`src/rtl/hd63701_mcseq_pkg.sv`:
```
// ============================================================================
// hd63701_mcseq_pkg : shared constants and types for the microcode sequencer
// Revision 1.0
// ============================================================================
`default_nettype none

package hd63701_mcseq_pkg;

  localparam int SEQ_W = 9;

  localparam logic [SEQ_W-1:0] SEQ_RESET = 9'd256;
  localparam logic [SEQ_W-1:0] SEQ_INTR  = 9'd257;

  typedef enum logic [1:0] {
    ST_RUN     = 2'd0,
    ST_WAIT_OP = 2'd1,
    ST_HALT    = 2'd2
  } state_t;

  typedef enum logic [1:0] {
    SEL_WAIT = 2'd0,
    SEL_IRQ  = 2'd1,
    SEL_OP   = 2'd2
  } sel_t;

  function automatic int step_w(input int nph);
    return $clog2(nph);
  endfunction

endpackage

`default_nettype wire

```
`src/rtl/hd63701_mcseq_if.sv`:
```
// ============================================================================
// hd63701_mcseq_if : sequencer <-> ROM/datapath signal bundle
// Revision 1.0
// ============================================================================
`default_nettype none

interface hd63701_mcseq_if #(
  parameter int MCW = 26,
  parameter int SW  = 4
);
  import hd63701_mcseq_pkg::*;

  logic                  clken;
  logic [7:0]            opcode;
  logic                  opcode_vld;
  logic                  irq_req;
  logic [MCW-1:0]        rom_data;
  logic [SEQ_W+SW-1:0]   rom_addr;
  logic                  rom_en;
  logic [MCW-1:0]        mcode;
  logic                  mc_valid;
  logic                  irq_ack;
  logic                  opcode_take;
  logic                  halted;
  logic                  err_ovr;

  modport master (
    input  clken, opcode, opcode_vld, irq_req, rom_data,
    output rom_addr, rom_en, mcode, mc_valid, irq_ack, opcode_take, halted, err_ovr
  );

  modport slave (
    output clken, opcode, opcode_vld, irq_req, rom_data,
    input  rom_addr, rom_en, mcode, mc_valid, irq_ack, opcode_take, halted, err_ovr
  );

endinterface

`default_nettype wire

```
`src/rtl/hd63701_mcseq_sel.sv`:
```
// ============================================================================
// hd63701_mcseq_sel : next-sequence priority selector (irq > opcode > wait)
// Revision 1.0
// ============================================================================
`default_nettype none

module hd63701_mcseq_sel
  import hd63701_mcseq_pkg::*;
(
  input  logic             irq_req,
  input  logic             opcode_vld,
  input  logic [7:0]       opcode,
  input  logic             op_allow,
  output sel_t             sel,
  output logic [SEQ_W-1:0] next_seq
);

  always_comb begin
    sel      = SEL_WAIT;
    next_seq = {1'b0, opcode};
    if (irq_req) begin
      sel      = SEL_IRQ;
      next_seq = SEQ_INTR;
    end else if (opcode_vld && op_allow) begin
      sel      = SEL_OP;
      next_seq = {1'b0, opcode};
    end
  end

endmodule

`default_nettype wire

```
`src/rtl/hd63701_mcseq.sv`:
```
// ============================================================================
// hd63701_mcseq : pipelined microcode sequencer with speculative step prefetch
// Revision 1.0
// ============================================================================
`default_nettype none

module hd63701_mcseq
  import hd63701_mcseq_pkg::*;
#(
  parameter int MCW      = 26,
  parameter int NPH      = 16,
  parameter int END_BIT  = 25,
  parameter int HALT_BIT = 24
) (
  input  logic                 clk,
  input  logic                 rst_n,
  hd63701_mcseq_if.master      bus
);

  localparam int            SW        = step_w(NPH);
  localparam logic [SW-1:0] STEP_LAST = SW'(NPH - 1);

  state_t             r_state;
  logic [SEQ_W-1:0]   r_seq;
  logic [SW-1:0]      r_step;
  logic [SW-1:0]      r_data_step;
  logic               r_pend;
  logic               r_kill;
  logic [MCW-1:0]     r_mcode;
  logic               r_mc_valid;
  logic               r_irq_ack;
  logic               r_opcode_take;
  logic               r_halted;
  logic               r_err_ovr;

  logic               w_live;
  logic               w_halt;
  logic               w_end;
  logic               w_ovr;
  sel_t               w_sel;
  logic [SEQ_W-1:0]   w_next_seq;

  // r_pend marks that rom_data answers an address issued while running;
  // r_kill additionally squashes the speculative step after a boundary.
  assign w_live = (r_state == ST_RUN) && r_pend && !r_kill;
  assign w_halt = w_live && bus.rom_data[HALT_BIT];
  assign w_ovr  = w_live && !bus.rom_data[END_BIT] && (r_data_step == STEP_LAST);
  assign w_end  = w_live && (bus.rom_data[END_BIT] || (r_data_step == STEP_LAST));

  hd63701_mcseq_sel u_sel (
    .irq_req    (bus.irq_req),
    .opcode_vld (bus.opcode_vld),
    .opcode     (bus.opcode),
    .op_allow   (r_state != ST_HALT),
    .sel        (w_sel),
    .next_seq   (w_next_seq)
  );

  always_ff @(posedge clk or negedge rst_n) begin
    if (!rst_n) begin
      r_state       <= ST_RUN;
      r_seq         <= SEQ_RESET;
      r_step        <= '0;
      r_data_step   <= '0;
      r_pend        <= 1'b0;
      r_kill        <= 1'b0;
      r_mcode       <= '0;
      r_mc_valid    <= 1'b0;
      r_irq_ack     <= 1'b0;
      r_opcode_take <= 1'b0;
      r_halted      <= 1'b0;
      r_err_ovr     <= 1'b0;
    end else if (bus.clken) begin
      r_irq_ack     <= 1'b0;
      r_opcode_take <= 1'b0;
      r_data_step   <= r_step;
      r_pend        <= (r_state == ST_RUN);
      case (r_state)
        ST_RUN: begin
          if (r_kill || !r_pend) begin
            r_mc_valid <= 1'b0;
            r_kill     <= 1'b0;
          end else begin
            r_mcode    <= bus.rom_data;
            r_mc_valid <= 1'b1;
          end
          r_step <= r_step + 1'b1;
          if (w_halt) begin
            r_kill   <= 1'b1;
            r_step   <= r_step;
            r_state  <= ST_HALT;
            r_halted <= 1'b1;
          end else if (w_end) begin
            r_kill <= 1'b1;
            if (w_ovr) begin
              r_err_ovr <= 1'b1;
            end
            if (w_sel != SEL_WAIT) begin
              r_seq         <= w_next_seq;
              r_step        <= '0;
              r_irq_ack     <= (w_sel == SEL_IRQ);
              r_opcode_take <= (w_sel == SEL_OP);
            end else begin
              r_step  <= r_step;
              r_state <= ST_WAIT_OP;
            end
          end
        end
        ST_WAIT_OP, ST_HALT: begin
          r_mc_valid <= 1'b0;
          r_kill     <= 1'b0;
          if (w_sel != SEL_WAIT) begin
            r_seq         <= w_next_seq;
            r_step        <= '0;
            r_state       <= ST_RUN;
            r_halted      <= 1'b0;
            r_irq_ack     <= (w_sel == SEL_IRQ);
            r_opcode_take <= (w_sel == SEL_OP);
          end
        end
        default: begin
          r_state <= ST_RUN;
        end
      endcase
    end
  end

  assign bus.rom_addr    = {r_seq, r_step};
  assign bus.rom_en      = bus.clken;
  assign bus.mcode       = r_mcode;
  assign bus.mc_valid    = r_mc_valid;
  assign bus.irq_ack     = r_irq_ack;
  assign bus.opcode_take = r_opcode_take;
  assign bus.halted      = r_halted;
  assign bus.err_ovr     = r_err_ovr;

endmodule

`default_nettype wire

```
`src/flat_wrapper.sv`:
```
// flat-port wrapper written by rule: the top's interface ports become plain ports
module hd63701_mcseq_flat import hd63701_mcseq_pkg::*;
#(
  parameter int MCW      = 26,
  parameter int NPH      = 16,
  parameter int END_BIT  = 25,
  parameter int HALT_BIT = 24
)
  (clk, rst_n, bus_clken, bus_opcode, bus_opcode_vld, bus_irq_req, bus_rom_data, bus_rom_addr, bus_rom_en, bus_mcode, bus_mc_valid, bus_irq_ack, bus_opcode_take, bus_halted, bus_err_ovr);
  hd63701_mcseq_if #(.MCW(MCW), .SW(4)) bus_i ();
  input  logic clk;
  input  logic rst_n;
  input wire logic [$bits(bus_i.clken)-1:0] bus_clken;
  input wire logic [$bits(bus_i.opcode)-1:0] bus_opcode;
  input wire logic [$bits(bus_i.opcode_vld)-1:0] bus_opcode_vld;
  input wire logic [$bits(bus_i.irq_req)-1:0] bus_irq_req;
  input wire logic [$bits(bus_i.rom_data)-1:0] bus_rom_data;
  output wire logic [$bits(bus_i.rom_addr)-1:0] bus_rom_addr;
  output wire logic [$bits(bus_i.rom_en)-1:0] bus_rom_en;
  output wire logic [$bits(bus_i.mcode)-1:0] bus_mcode;
  output wire logic [$bits(bus_i.mc_valid)-1:0] bus_mc_valid;
  output wire logic [$bits(bus_i.irq_ack)-1:0] bus_irq_ack;
  output wire logic [$bits(bus_i.opcode_take)-1:0] bus_opcode_take;
  output wire logic [$bits(bus_i.halted)-1:0] bus_halted;
  output wire logic [$bits(bus_i.err_ovr)-1:0] bus_err_ovr;
  assign bus_i.clken = bus_clken;
  assign bus_i.opcode = bus_opcode;
  assign bus_i.opcode_vld = bus_opcode_vld;
  assign bus_i.irq_req = bus_irq_req;
  assign bus_i.rom_data = bus_rom_data;
  assign bus_rom_addr = bus_i.rom_addr;
  assign bus_rom_en = bus_i.rom_en;
  assign bus_mcode = bus_i.mcode;
  assign bus_mc_valid = bus_i.mc_valid;
  assign bus_irq_ack = bus_i.irq_ack;
  assign bus_opcode_take = bus_i.opcode_take;
  assign bus_halted = bus_i.halted;
  assign bus_err_ovr = bus_i.err_ovr;
  hd63701_mcseq #(.MCW(MCW), .NPH(NPH), .END_BIT(END_BIT), .HALT_BIT(HALT_BIT)) u_core (.clk(clk), .rst_n(rst_n), .bus(bus_i));
endmodule
```
`config.mk`:
```
export PLATFORM = sky130hd
export DESIGN_NAME = hd63701_mcseq_flat
export DESIGN_NICKNAME = d
export VERILOG_FILES = /design/src/rtl/hd63701_mcseq_pkg.sv /design/src/rtl/hd63701_mcseq_if.sv /design/src/rtl/hd63701_mcseq_sel.sv /design/src/rtl/hd63701_mcseq.sv /design/src/flat_wrapper.sv
export SDC_FILE = /design/constraint.sdc
export NUM_CORES = 1
export LEC_CHECK = 0
export CAP_MARGIN = 25
export CORE_MARGIN = 10
export CORE_UTILIZATION = 40
export DETAILED_ROUTE_END_ITERATION = 8
export PLACE_DENSITY_LB_ADDON = 0.05
export SYNTH_ARGS = -nofsm -noshare
export SYNTH_HDL_FRONTEND = slang
export SYNTH_SLANG_ARGS = --single-unit
export TNS_END_PERCENT = 20
```
`constraint.sdc`:
```
create_clock -name clk -period 1.9 [get_ports clk]
set_input_delay 0.38 -clock clk [delete_from_list [all_inputs] [get_ports clk]]
set_output_delay 0.38 -clock clk [all_outputs]
set_load 0.005 [all_outputs]
```
==> impl_results.md <==
* Worst min path class: input port to asynchronous set/reset pin
* Layout cells sized above 1 at 0.289
* WHS at 90.2 ps
* Worst-Skew Late Latency at about 300 ps
* Worst-path fanout max at 5
* I/O pins at 84
* Largest net degree at the start of global routing at 29
* Num CTS Buffers at 5
* Final Hold Fails at 0
* Syn_nets at between 200 and 250
* Post-route DRC violation count at 0
* Port bufs at 83
* Row Count at 27
* Vias in the first global route at 1828
* Initial antenna violation count at 0
* Max Freq at 524 MHz
* Max Slew Vio Count at 0
* GRT overflow at 0
* Main area contributors after synthesis: dfrtp_1 (55%), mux2_2 (15%), mux2_4 (5.2%), ha_1 (2.2%), nor2b_1 (2.2%)
* Starting Density at 0.416
* Final setup margin at -6.59 ps
* Total length of routed wires at roughly 5800 um
* WL per Instance at 16.4 um
* Vias at 1727
* Leak Pwr at around 1.6 nW
* Dpl ws at -347 ps
* Slew @ Worst Pin at 643 ps
* Worst EP arrival at between 2000 and 2500 ps
* Clk root buf: clkbuf_8
* Fin crit share at 1.00
* H-tree Lvls at 2
* R2r endpoint: u_core.r_seq[6]
* Non-Filler Instances at 352
* Die width at 95.9 um
* Fin crit period at 1910 ps
* HPWL after detailed placement at 4510 um
* FF+latch count, synth at 52
* Core ar. at 5540 um2
* Top-area cell type share of the netlist area at 0.554
* Syn. warnings at 0
* Area Overhead vs Synth at 53.3%
* Starting DRT DRC Count at 46
* CTS tree: yes
* CTS Buffer Depth at 2
* Worst slew margin at 0.571
* Via/cell ratio at 4.91
* WP data required at 2090 ps
* Antenna cells at 0
* Crit Path Category: flop to flop
* Routed Antenna Nets at 0
* CP Capture Type: flop
* Clock-pin slew on the worst setup and hold paths at 90 ps
* R2R depth at 7
* CTS Hold Bufs at 0
* RSZ-0062 raised after global routing: yes
* Register area share after synthesis at 0.565
* Startpoint Class: flop
* Die area at 9200 um2
* Die height at 95.9 um
* Gate Count Post-Synth at 172
* Cells after DPL at about 340
* Fin nets at 322
* Clock sinks at 52
* Final setup vio count at 5
* GRT Total Usage at 0.127
* Mean Syn Cell Area at 13.4 um2
* Mapped Area at 2300 um2
* Failing checks: negative setup slack
* R2R Setup Slk at -7 ps
* Power consumption at 5.28 mW
* Status: finished, violations left
* Max-cap violations at 0
* Pwr Density at 1490 nW/um2
* Gpl congestion at about 0.83
* Global-route wire length before repair at around 9300 um
* Yosys cell types at 39
* Peak supply drop at 0.000834 V
* RR Startpoint: u_core.r_state[1]
* Critical Path Source: u_core.r_state[1]
* CP endpoint: u_core.r_seq[6]
* Post-synth top area cell: dfrtp_1
* DR pass1 iterations at 4
* Layout Skew at 8.35 ps
per-stage QoR:
stage	instance area, um2	util	TNS, ps
after floorplan	2320	-	-92.8
after global placement	3380	0.610	-2720
after detailed placement	3380	0.610	-3120
after CTS	3530	0.637	-68.1
after global routing	3530	0.638	-434
final	3530	0.638	-21.1
power by group:
group	total (mW)	leakage, nW	internal, mW	switching (mW)
clock	0.741	0.0552	0.391	0.349
sequential	1.95	0.627	1.62	0.322
combinational	2.59	0.892	1.71	0.880
total	5.28	1.57	3.73	1.55
worst min path at each step:
stage / start / to / cells after the start
2_1_floorplan: rst_n / u_core.bus.err_ovr / 0
3_3_place_gp: rst_n / u_core.bus.opcode_take / 1
3_5_place_dp: rst_n / u_core.bus.opcode_take / 1
4_1_cts: rst_n / u_core.bus.opcode_take / 1
5_1_grt: rst_n / u_core.bus.irq_ack / 1
6_report: rst_n / u_core.bus.opcode_take / 1
cell type report:
cell class                 instances  area [um2]
sequential                        52        1300
clock buffer                       6        72.6
tap                               72        90.1
timing repair buffer             107        1040
clock inverter                     2        35.0
fill                             451        2010
inverter                           7        26.3
multi-input combinational        106         970
cells by family (layout without fill, tap and decap cells):
family,Yosys count,after routing,synth area share
buffers and inverters,14,122,0.0288
multiplexers,41,41,0.212
AO/OA/AOI/OAI,21,21,0.0711
AND/OR/NAND/NOR,40,40,0.101
adder cells (fa/ha/maj),4,4,0.0217
flip-flops,52,52,0.565
cell usage in the layout (no fill, tap or decap), types with 2 or more instances in the layout:
master	n
inv_2	2
buf_12	2
mux2_2	31
o21ai_0	5
buf_6	2
ha_1	2
o2bb2ai_1	2
nand2_1	7
nand3b_1	2
inv_1	5
nor3_1	2
mux2i_1	2
a22o_1	3
buf_4	20
and4b_1	2
mux2_4	8
clkdlybuf4s50_1	81
clkbuf_8	5
dfrtp_1	51
nor2b_1	7
nor2_1	7
o41ai_1	3
worst max-delay path, cell delays in order, from the launching register on:
cell	delay, ps
dfrtp_1	420
inv_2	80
ha_4	160
and3b_2	200
nand2_2	60
a2111o_1	420
buf_6	170
mux2_4	290
repair_timing:
| item | CTS | global route |
|---|---|---|
| setup endpoints to repair | 11 | 24 |
| cloned | 1 | 0 |
| hold endpoints to repair | 0 | 0 |
| gates resized for setup | 9 | 1 |
| setup buffers | 2 | 0 |
| pin swaps | 2 | 2 |
cells in the mapped netlist, drive strengths merged:
library cell and n:
a2111o 1, a211o 1, a21o 1, a21oi 1, a221o 1, a22o 3, a41o 1, a41oi 1
and3b 1, and4b 2, buf 4, clkbuf 3, dfrtp 51, dfstp 1, ha 4, inv 7
mux2 39, mux2i 2, nand2 8, nand2b 2, nand3 1, nand3b 2, nand4 1, nor2 7
nor2b 8, nor3 2, nor3b 1, nor4 1, nor4b 1, o21a 1, o21ai 5, o2bb2ai 2
o41ai 3, or2b 1, or4 2
flip-flops by register name, summed over array words and instances (netlist names):
signal and flops:
u_core.bus.halted 1, u_core.r_state 2, u_core.r_pend 1, u_core.r_data_step 4, u_core.r_kill 1, u_core.bus.opcode_take 1, u_core.r_step 4, u_core.bus.irq_ack 1
u_core.bus.err_ovr 1, u_core.bus.mc_valid 1, u_core.bus.mcode 26, u_core.r_seq 9
routing by layer:
| layer | GRT usage | up-vias | part of all wire |
|---|---|---|---|
| met2 | 0.196 | 42 | 0.47 |
| met5 | 0 | - | 0 |
| met3 | 0.0623 | 6 | 0.089 |
| met4 | 0.0295 | 0 | 0.0080 |
| met1 | 0.157 | 850 | 0.43 |
| li1 | - | 829 | - |
Note: power is estimated with default switching activity, not from simulation.
